===== src/rtl/hs_rx_word_aligner_if.sv =====
// PPI-side bundle for the HS RX word aligner: deserializer byte stream in, aligned stream out.
// master = upstream deserializer / consumer side, slave = the aligner itself.
interface hs_rx_word_aligner_if;
  logic       HS_DESER_EN;
  logic [7:0] HSRX_DATA;
  logic       HSRX_DATA_VLD;
  logic [7:0] RxDataHS;
  logic       RxValidHS;
  logic       RxActiveHS;
  logic       RxSyncHS;
  logic       ErrSotHS;
  logic       ErrSotSyncHS;

  modport master (
    output HS_DESER_EN, HSRX_DATA, HSRX_DATA_VLD,
    input  RxDataHS, RxValidHS, RxActiveHS, RxSyncHS, ErrSotHS, ErrSotSyncHS
  );

  modport slave (
    input  HS_DESER_EN, HSRX_DATA, HSRX_DATA_VLD,
    output RxDataHS, RxValidHS, RxActiveHS, RxSyncHS, ErrSotHS, ErrSotSyncHS
  );
endinterface


===== src/rtl/hs_rx_word_aligner.sv =====
// HS RX byte aligner: hunts the unaligned deserializer stream for the leader sync byte,
// locks the bit offset and emits aligned payload bytes, flagging SoT errors.
module hs_rx_word_aligner #(
  parameter logic [7:0]  SYNC_WORD    = 8'hB8,
  parameter int unsigned SYNC_TIMEOUT = 32
) (
  input logic                 RxByteClkHS,
  input logic                 RESET,
  hs_rx_word_aligner_if.slave bus
);

  typedef enum logic [1:0] {StIdle, StHunt, StActive, StWait} state_e;

  localparam int unsigned CntW = $clog2(SYNC_TIMEOUT + 1);

  state_e          state_q, state_d;
  logic [15:0]     win_q, win_d, win_upd;
  logic [2:0]      off_q, off_d;
  logic [CntW-1:0] cnt_q, cnt_d, cnt_inc;
  logic            en_prev_q;
  logic [7:0]      data_q, data_d;
  logic            valid_q, valid_d;
  logic            sync_q, sync_d;
  logic            err_sot_q, err_sot_d;
  logic            err_sync_q, err_sync_d;
  logic            exact_hit, one_hit;
  logic [2:0]      exact_k, one_k;
  logic            can_match;

  // Window {cur, prev}: prev holds the older bits, so bit 0 is the oldest on the line.
  always_comb begin
    win_upd = win_q;
    if (bus.HSRX_DATA_VLD) begin
      win_upd = {bus.HSRX_DATA, win_q[15:8]};
    end
  end

  assign cnt_inc   = cnt_q + 1'b1;
  assign can_match = (cnt_inc >= CntW'(2));

  // Scan from the top so the lowest matching offset is the one left standing.
  always_comb begin
    exact_hit = 1'b0;
    one_hit   = 1'b0;
    exact_k   = '0;
    one_k     = '0;
    for (int k = 7; k >= 0; k--) begin
      if (win_upd[k +: 8] == SYNC_WORD) begin
        exact_hit = 1'b1;
        exact_k   = 3'(k);
      end
      if ($countones(win_upd[k +: 8] ^ SYNC_WORD) == 1) begin
        one_hit = 1'b1;
        one_k   = 3'(k);
      end
    end
  end

  always_comb begin
    state_d    = state_q;
    win_d      = win_q;
    off_d      = off_q;
    cnt_d      = cnt_q;
    data_d     = data_q;
    valid_d    = 1'b0;
    sync_d     = 1'b0;
    err_sot_d  = 1'b0;
    err_sync_d = 1'b0;

    if (!bus.HS_DESER_EN) begin
      // Burst end wins over everything, including a byte valid this cycle.
      state_d = StIdle;
      win_d   = '0;
      cnt_d   = '0;
    end else begin
      unique case (state_q)
        StIdle: begin
          win_d = '0;
          cnt_d = '0;
          // Only a fresh enable rise arms the hunt.
          if (!en_prev_q) begin
            state_d = StHunt;
          end
        end
        StHunt: begin
          if (bus.HSRX_DATA_VLD) begin
            win_d = win_upd;
            cnt_d = cnt_inc;
            if (can_match && exact_hit) begin
              off_d   = exact_k;
              sync_d  = 1'b1;
              state_d = StActive;
            end else if (can_match && one_hit) begin
              off_d     = one_k;
              sync_d    = 1'b1;
              err_sot_d = 1'b1;
              state_d   = StActive;
            end else if (cnt_inc == CntW'(SYNC_TIMEOUT)) begin
              err_sync_d = 1'b1;
              state_d    = StWait;
            end
          end
        end
        StActive: begin
          if (bus.HSRX_DATA_VLD) begin
            win_d   = win_upd;
            data_d  = win_upd[off_q +: 8];
            valid_d = 1'b1;
          end
        end
        StWait: begin
        end
        default: state_d = StIdle;
      endcase
    end
  end

  always_ff @(posedge RxByteClkHS or posedge RESET) begin
    if (RESET) begin
      state_q    <= StIdle;
      win_q      <= '0;
      off_q      <= '0;
      cnt_q      <= '0;
      // Treat the enable as already high so a burst straddling reset is not re-entered.
      en_prev_q  <= 1'b1;
      data_q     <= '0;
      valid_q    <= 1'b0;
      sync_q     <= 1'b0;
      err_sot_q  <= 1'b0;
      err_sync_q <= 1'b0;
    end else begin
      state_q    <= state_d;
      win_q      <= win_d;
      off_q      <= off_d;
      cnt_q      <= cnt_d;
      en_prev_q  <= bus.HS_DESER_EN;
      data_q     <= data_d;
      valid_q    <= valid_d;
      sync_q     <= sync_d;
      err_sot_q  <= err_sot_d;
      err_sync_q <= err_sync_d;
    end
  end

  assign bus.RxDataHS     = data_q;
  assign bus.RxValidHS    = valid_q;
  assign bus.RxActiveHS   = (state_q == StActive);
  assign bus.RxSyncHS     = sync_q;
  assign bus.ErrSotHS     = err_sot_q;
  assign bus.ErrSotSyncHS = err_sync_q;

endmodule

===== src/flat_wrapper.sv =====
// flat-port wrapper written by rule: the top's interface ports become plain ports
module hs_rx_word_aligner_flat 
#(
  parameter logic [7:0]  SYNC_WORD    = 8'hB8,
  parameter int unsigned SYNC_TIMEOUT = 32
)
  (RxByteClkHS, RESET, bus_HS_DESER_EN, bus_HSRX_DATA, bus_HSRX_DATA_VLD, bus_RxDataHS, bus_RxValidHS, bus_RxActiveHS, bus_RxSyncHS, bus_ErrSotHS, bus_ErrSotSyncHS);
  hs_rx_word_aligner_if bus_i ();
  input logic RxByteClkHS;
  input logic RESET;
  input wire logic [$bits(bus_i.HS_DESER_EN)-1:0] bus_HS_DESER_EN;
  input wire logic [$bits(bus_i.HSRX_DATA)-1:0] bus_HSRX_DATA;
  input wire logic [$bits(bus_i.HSRX_DATA_VLD)-1:0] bus_HSRX_DATA_VLD;
  output wire logic [$bits(bus_i.RxDataHS)-1:0] bus_RxDataHS;
  output wire logic [$bits(bus_i.RxValidHS)-1:0] bus_RxValidHS;
  output wire logic [$bits(bus_i.RxActiveHS)-1:0] bus_RxActiveHS;
  output wire logic [$bits(bus_i.RxSyncHS)-1:0] bus_RxSyncHS;
  output wire logic [$bits(bus_i.ErrSotHS)-1:0] bus_ErrSotHS;
  output wire logic [$bits(bus_i.ErrSotSyncHS)-1:0] bus_ErrSotSyncHS;
  assign bus_i.HS_DESER_EN = bus_HS_DESER_EN;
  assign bus_i.HSRX_DATA = bus_HSRX_DATA;
  assign bus_i.HSRX_DATA_VLD = bus_HSRX_DATA_VLD;
  assign bus_RxDataHS = bus_i.RxDataHS;
  assign bus_RxValidHS = bus_i.RxValidHS;
  assign bus_RxActiveHS = bus_i.RxActiveHS;
  assign bus_RxSyncHS = bus_i.RxSyncHS;
  assign bus_ErrSotHS = bus_i.ErrSotHS;
  assign bus_ErrSotSyncHS = bus_i.ErrSotSyncHS;
  hs_rx_word_aligner #(.SYNC_WORD(SYNC_WORD), .SYNC_TIMEOUT(SYNC_TIMEOUT)) u_core (.RxByteClkHS(RxByteClkHS), .RESET(RESET), .bus(bus_i));
endmodule

===== config.mk =====
export PLATFORM = sky130hd
export DESIGN_NAME = hs_rx_word_aligner_flat
export DESIGN_NICKNAME = d
export VERILOG_FILES = /design/src/rtl/hs_rx_word_aligner_if.sv /design/src/rtl/hs_rx_word_aligner.sv /design/src/flat_wrapper.sv
export SDC_FILE = /design/constraint.sdc
export NUM_CORES = 1
export LEC_CHECK = 0
export ABC_AREA = 1
export ABC_CLOCK_PERIOD_IN_PS = 5390
export CORE_ASPECT_RATIO = 1.5
export CORE_MARGIN = 2
export CORE_UTILIZATION = 63
export CTS_BUF_LIST = sky130_fd_sc_hd__clkbuf_4 sky130_fd_sc_hd__clkbuf_8
export CTS_CLUSTER_SIZE = 24
export DETAILED_ROUTE_END_ITERATION = 8
export PLACE_DENSITY = 0.83
export SETUP_SLACK_MARGIN = 0.05
export SYNTH_ARGS = -nofsm -noshare
export SYNTH_HDL_FRONTEND = slang
export SYNTH_SLANG_ARGS = --single-unit

===== constraint.sdc =====
create_clock -name RxByteClkHS -period 5.39 [get_ports RxByteClkHS]
set_clock_uncertainty 0.15 [all_clocks]
set_input_delay 1.078 -clock RxByteClkHS [delete_from_list [all_inputs] [get_ports RxByteClkHS]]
set_output_delay 1.078 -clock RxByteClkHS [all_outputs]
set_load 0.02 [all_outputs]

==> results of run 1 <==
==> metrics by stage <==
stage | total power, W | setup WS, ns
after CTS | 0.00212 | 0.0704
after detailed placement | 0.00187 | -0.249
final | 0.00218 | 0.228
after floorplan | 0.00140 | 0.540
after global routing | 0.00241 | 0.0607
after global placement | 0.00179 | -0.147
==> cells in the mapped netlist, drive strengths merged, types with 9 or more instances <==
library cell,number,area [µm²]
nor2,29,121
fa,32,641
o21ai,40,283
ha,70,876
nand4,9,56.3
nand3,17,90.1
o22ai,19,119
dfrtp,39,976
buf,12,96.3
inv,127,477
nand2,140,563
==> registers in the layout, summed over array words and instances (netlist names) <==
name	flops
u_core.cnt_q	6
u_core.bus.ErrSotSyncHS	1
u_core.off_q	3
u_core.win_q	16
u_core.en_prev_q	1
u_core.bus.RxDataHS	8
u_core.state_q	2
u_core.bus.ErrSotHS	1
u_core.bus.RxValidHS	1
u_core.bus.RxSyncHS	1
==> cell type report <==
type / count / share of cell area
multi-input cells: 384 / 0.565
clock inverters: 3 / 0.00799
repair buffers: 71 / 0.115
clock buffers: 5 / 0.0129
well taps: 80 / 0.0188
inverters: 130 / 0.0919
flip-flops and latches: 40 / 0.188
==> worst min path at each step <==
| stage | from | end | slack [ns] | cells past startpoint |
|---|---|---|---|---|
| 4_1_cts | u_core.bus.RxDataHS[4]$_DFFE_PP0P_ | u_core.bus.RxDataHS[4]$_DFFE_PP0P_ | 0.34 | 2 |
| 5_1_grt | u_core.bus.RxDataHS[6]$_DFFE_PP0P_ | u_core.bus.RxDataHS[6]$_DFFE_PP0P_ | 0.36 | 2 |
| 6_report | u_core.bus.RxDataHS[4]$_DFFE_PP0P_ | u_core.bus.RxDataHS[4]$_DFFE_PP0P_ | 0.34 | 2 |
| 3_5_place_dp | u_core.bus.RxDataHS[4]$_DFFE_PP0P_ | u_core.bus.RxDataHS[4]$_DFFE_PP0P_ | 0.32 | 2 |
| 2_1_floorplan | u_core.state_q[0]$_DFFE_PP0P_ | u_core.state_q[0]$_DFFE_PP0P_ | 0.33 | 2 |
| 3_3_place_gp | u_core.bus.RxDataHS[6]$_DFFE_PP0P_ | u_core.bus.RxDataHS[6]$_DFFE_PP0P_ | 0.31 | 2 |
==> worst max-delay path: stages <==
cell	delay, ns
clkdlybuf4s50_1	0.44
buf_12	0.17
buf_4	0.16
o21ai_4	0.24
inv_2	0.13
ha_1	0.35
fa_1	0.40
inv_1	0.10
fa_1	0.43
ha_1	0.22
fa_1	0.49
inv_1	0.04
nand3_1	0.11
nand2_2	0.09
nor2_4	0.16
nand2_2	0.09
o21ai_4	0.24
nand2_1	0.09
nand2_1	0.09
a21oi_1	0.08
==> logic make-up (layout without fill, tap and decap cells) <==
kind of cell | Yosys count | after routing | share of synthesized area
and+or+nand+nor | 201 | 201 | 0.191
buffers and inverters | 143 | 209 | 0.129
adders and majority gates | 102 | 102 | 0.333
AOI/OAI and AO/OA | 80 | 80 | 0.124
DFF | 40 | 40 | 0.220
xor gates and xnor gates | 1 | 1 | 0.00357
==> routing by layer <==
layer | up-vias | share of wire | track usage
li1 | 1885 | - | -
met1 | 1828 | 0.35 | 0.348
met2 | 134 | 0.53 | 0.570
met3 | 55 | 0.038 | 0.0354
met4 | 0 | 0.076 | 0.223
met5 | - | 0 | 0
==> power by group through the flow <==
stage               Combinational, W  Clock (W)  Sequential, W
floorplan                   0.000973          0       0.000429
global placement             0.00136          0       0.000429
detailed placement           0.00143          0       0.000434
CTS                          0.00144   0.000250       0.000427
global route                 0.00171   0.000265       0.000437
finish                       0.00150   0.000249       0.000427
==> results.md, run 1 <==
- Unique masters post-synth: 38
- Register area share after synthesis: 0.220
- H-tree levels: 2
- DR DRC count: 0
- Hold Slack: 0.339 ns
- Largest net degree at the start of global routing: 41
- Layout Cells excl Fill: 713
- Die ar.: 7950 µm²
- Synth Flop Type: dfrtp_1
- HP Class: flop to flop
- Placed cells: 705
- Fin nets: 746
- Worst EP arrival: 5.20 ns
- Synthesis Warnings: 0
- Footprint of the multi-input gates: 3010 µm²
- Maximum vdd drop: 337 µV
- Logic pwr share: 0.689
- Worst reg2reg path depth: 20
- I/O Pins: 25
- Worst Tran Pin Value: 0.665 ns
- Most frequent cells in the layout: nand2_1 (125), inv_1 (119), ha_1 (69)
- Core Region: 7130 µm²
- FF-to-FF Start: u_core.win_q[7]$_DFFE_PP0P_
- Pins Over Slew Limit: 0
- GR Util All Layers: 0.322
- Switching Fraction: 0.500
- Initial drt markers: 348
- Register Area: 1000 µm²
- Final ANT Viol Nets: 0
- Hold-fix buffers, CTS: 0
- Hold Vio Cnt, Final: 0
- Vias per cell: 5.47
- Lkg Pwr: 2.85 nW
- Grt total ovfl: 0
- P per Cell Area: 409 nW/µm²
- FP Rows: 38
- Drt total wl: 11600 µm
- Crit path launch: bus_HSRX_DATA_VLD
- Worst-Skew Late Latency: 0.30 ns
- RSZ-0062 raised after global routing: false
- First-pass GRT wire length: 19500 µm
- Post-CTS Setup Inserts: 0
- Net Switching: 0.00109 W
- EDFF count, synth: 0
- CP max FO: 19
- Initial Util: 0.639
- Seq pwr share: 0.196
- Initial antenna violation count: 0
- Most common cell after layout, fill and taps aside: nand2_1
- R2R Setup Slk: 1.31 ns
- Vias: 3902
- Startpoint types: primary input
- Post-synthesis cell count: 567
- CP endpoint kind: flop
- Clk network pwr share: 0.114
- Min Tclk post-route: 5.16 ns
- Detailed placement HPWL: 9560 µm
- Status: completed
- IO Port Bufs: 24
- Final core occ: 0.746
- CTS tree: done
- CTS Sinks: 40
- Layout fillers: 553
- Clock slew at reported path FFs: 0.08 ns
- Routed wire length per instance: 16.3 µm
- RePlAce Congestion: 1.00
- Avg Cell Area, Syn: 8.04 µm²
- Synth Net Count: 681
- Final setup vio count: 0
- Horiz. Die Dim: 73.5 µm
- Internal: 0.00109 W
- CP Data Required Time: 5.43 ns
- CTS Root Cell: clkbuf_8
- Share of layout cells above drive strength 1: 0.171
- FF+latch count, synth: 40
- Max_slew headroom: 0.556
- Drt first pass iters: 6
- Setup TNS after final layout: 0 ns
- CP Capture Point: u_core.state_q[1]$_DFFE_PP0P_
- Asr flop ratio synth: 1.00
- Critical path class: primary input to flop
- CTS Buf Count: 5
- Fin crit share: 0.958
- Area growth from synthesis to layout: 16.7%
- Chip height: 108 µm
- R2r endpoint: u_core.state_q[1]$_DFFE_PP0P_
- Clk buf depth: 2
- DP Area: 5170 µm²
- Post-cts sizing count: 0
- Number of global-route vias before repair: 4017
- FMAX: 0.194 GHz
- Max_cap viols: 0
- Fin area: 5320 µm²
- Ant diodes: 0
- Mapped Area: 4560 µm²
Note: power is estimated with default switching activity, not from simulation.
==> run 2: changes to the inputs <==
- GPL_ROUTABILITY_DRIVEN: default -> 1
- SKIP_LAST_GASP: default -> 1
==> results of run 2 <==
Same layout as run 1: the final DEF is identical, and so are final timing and power.
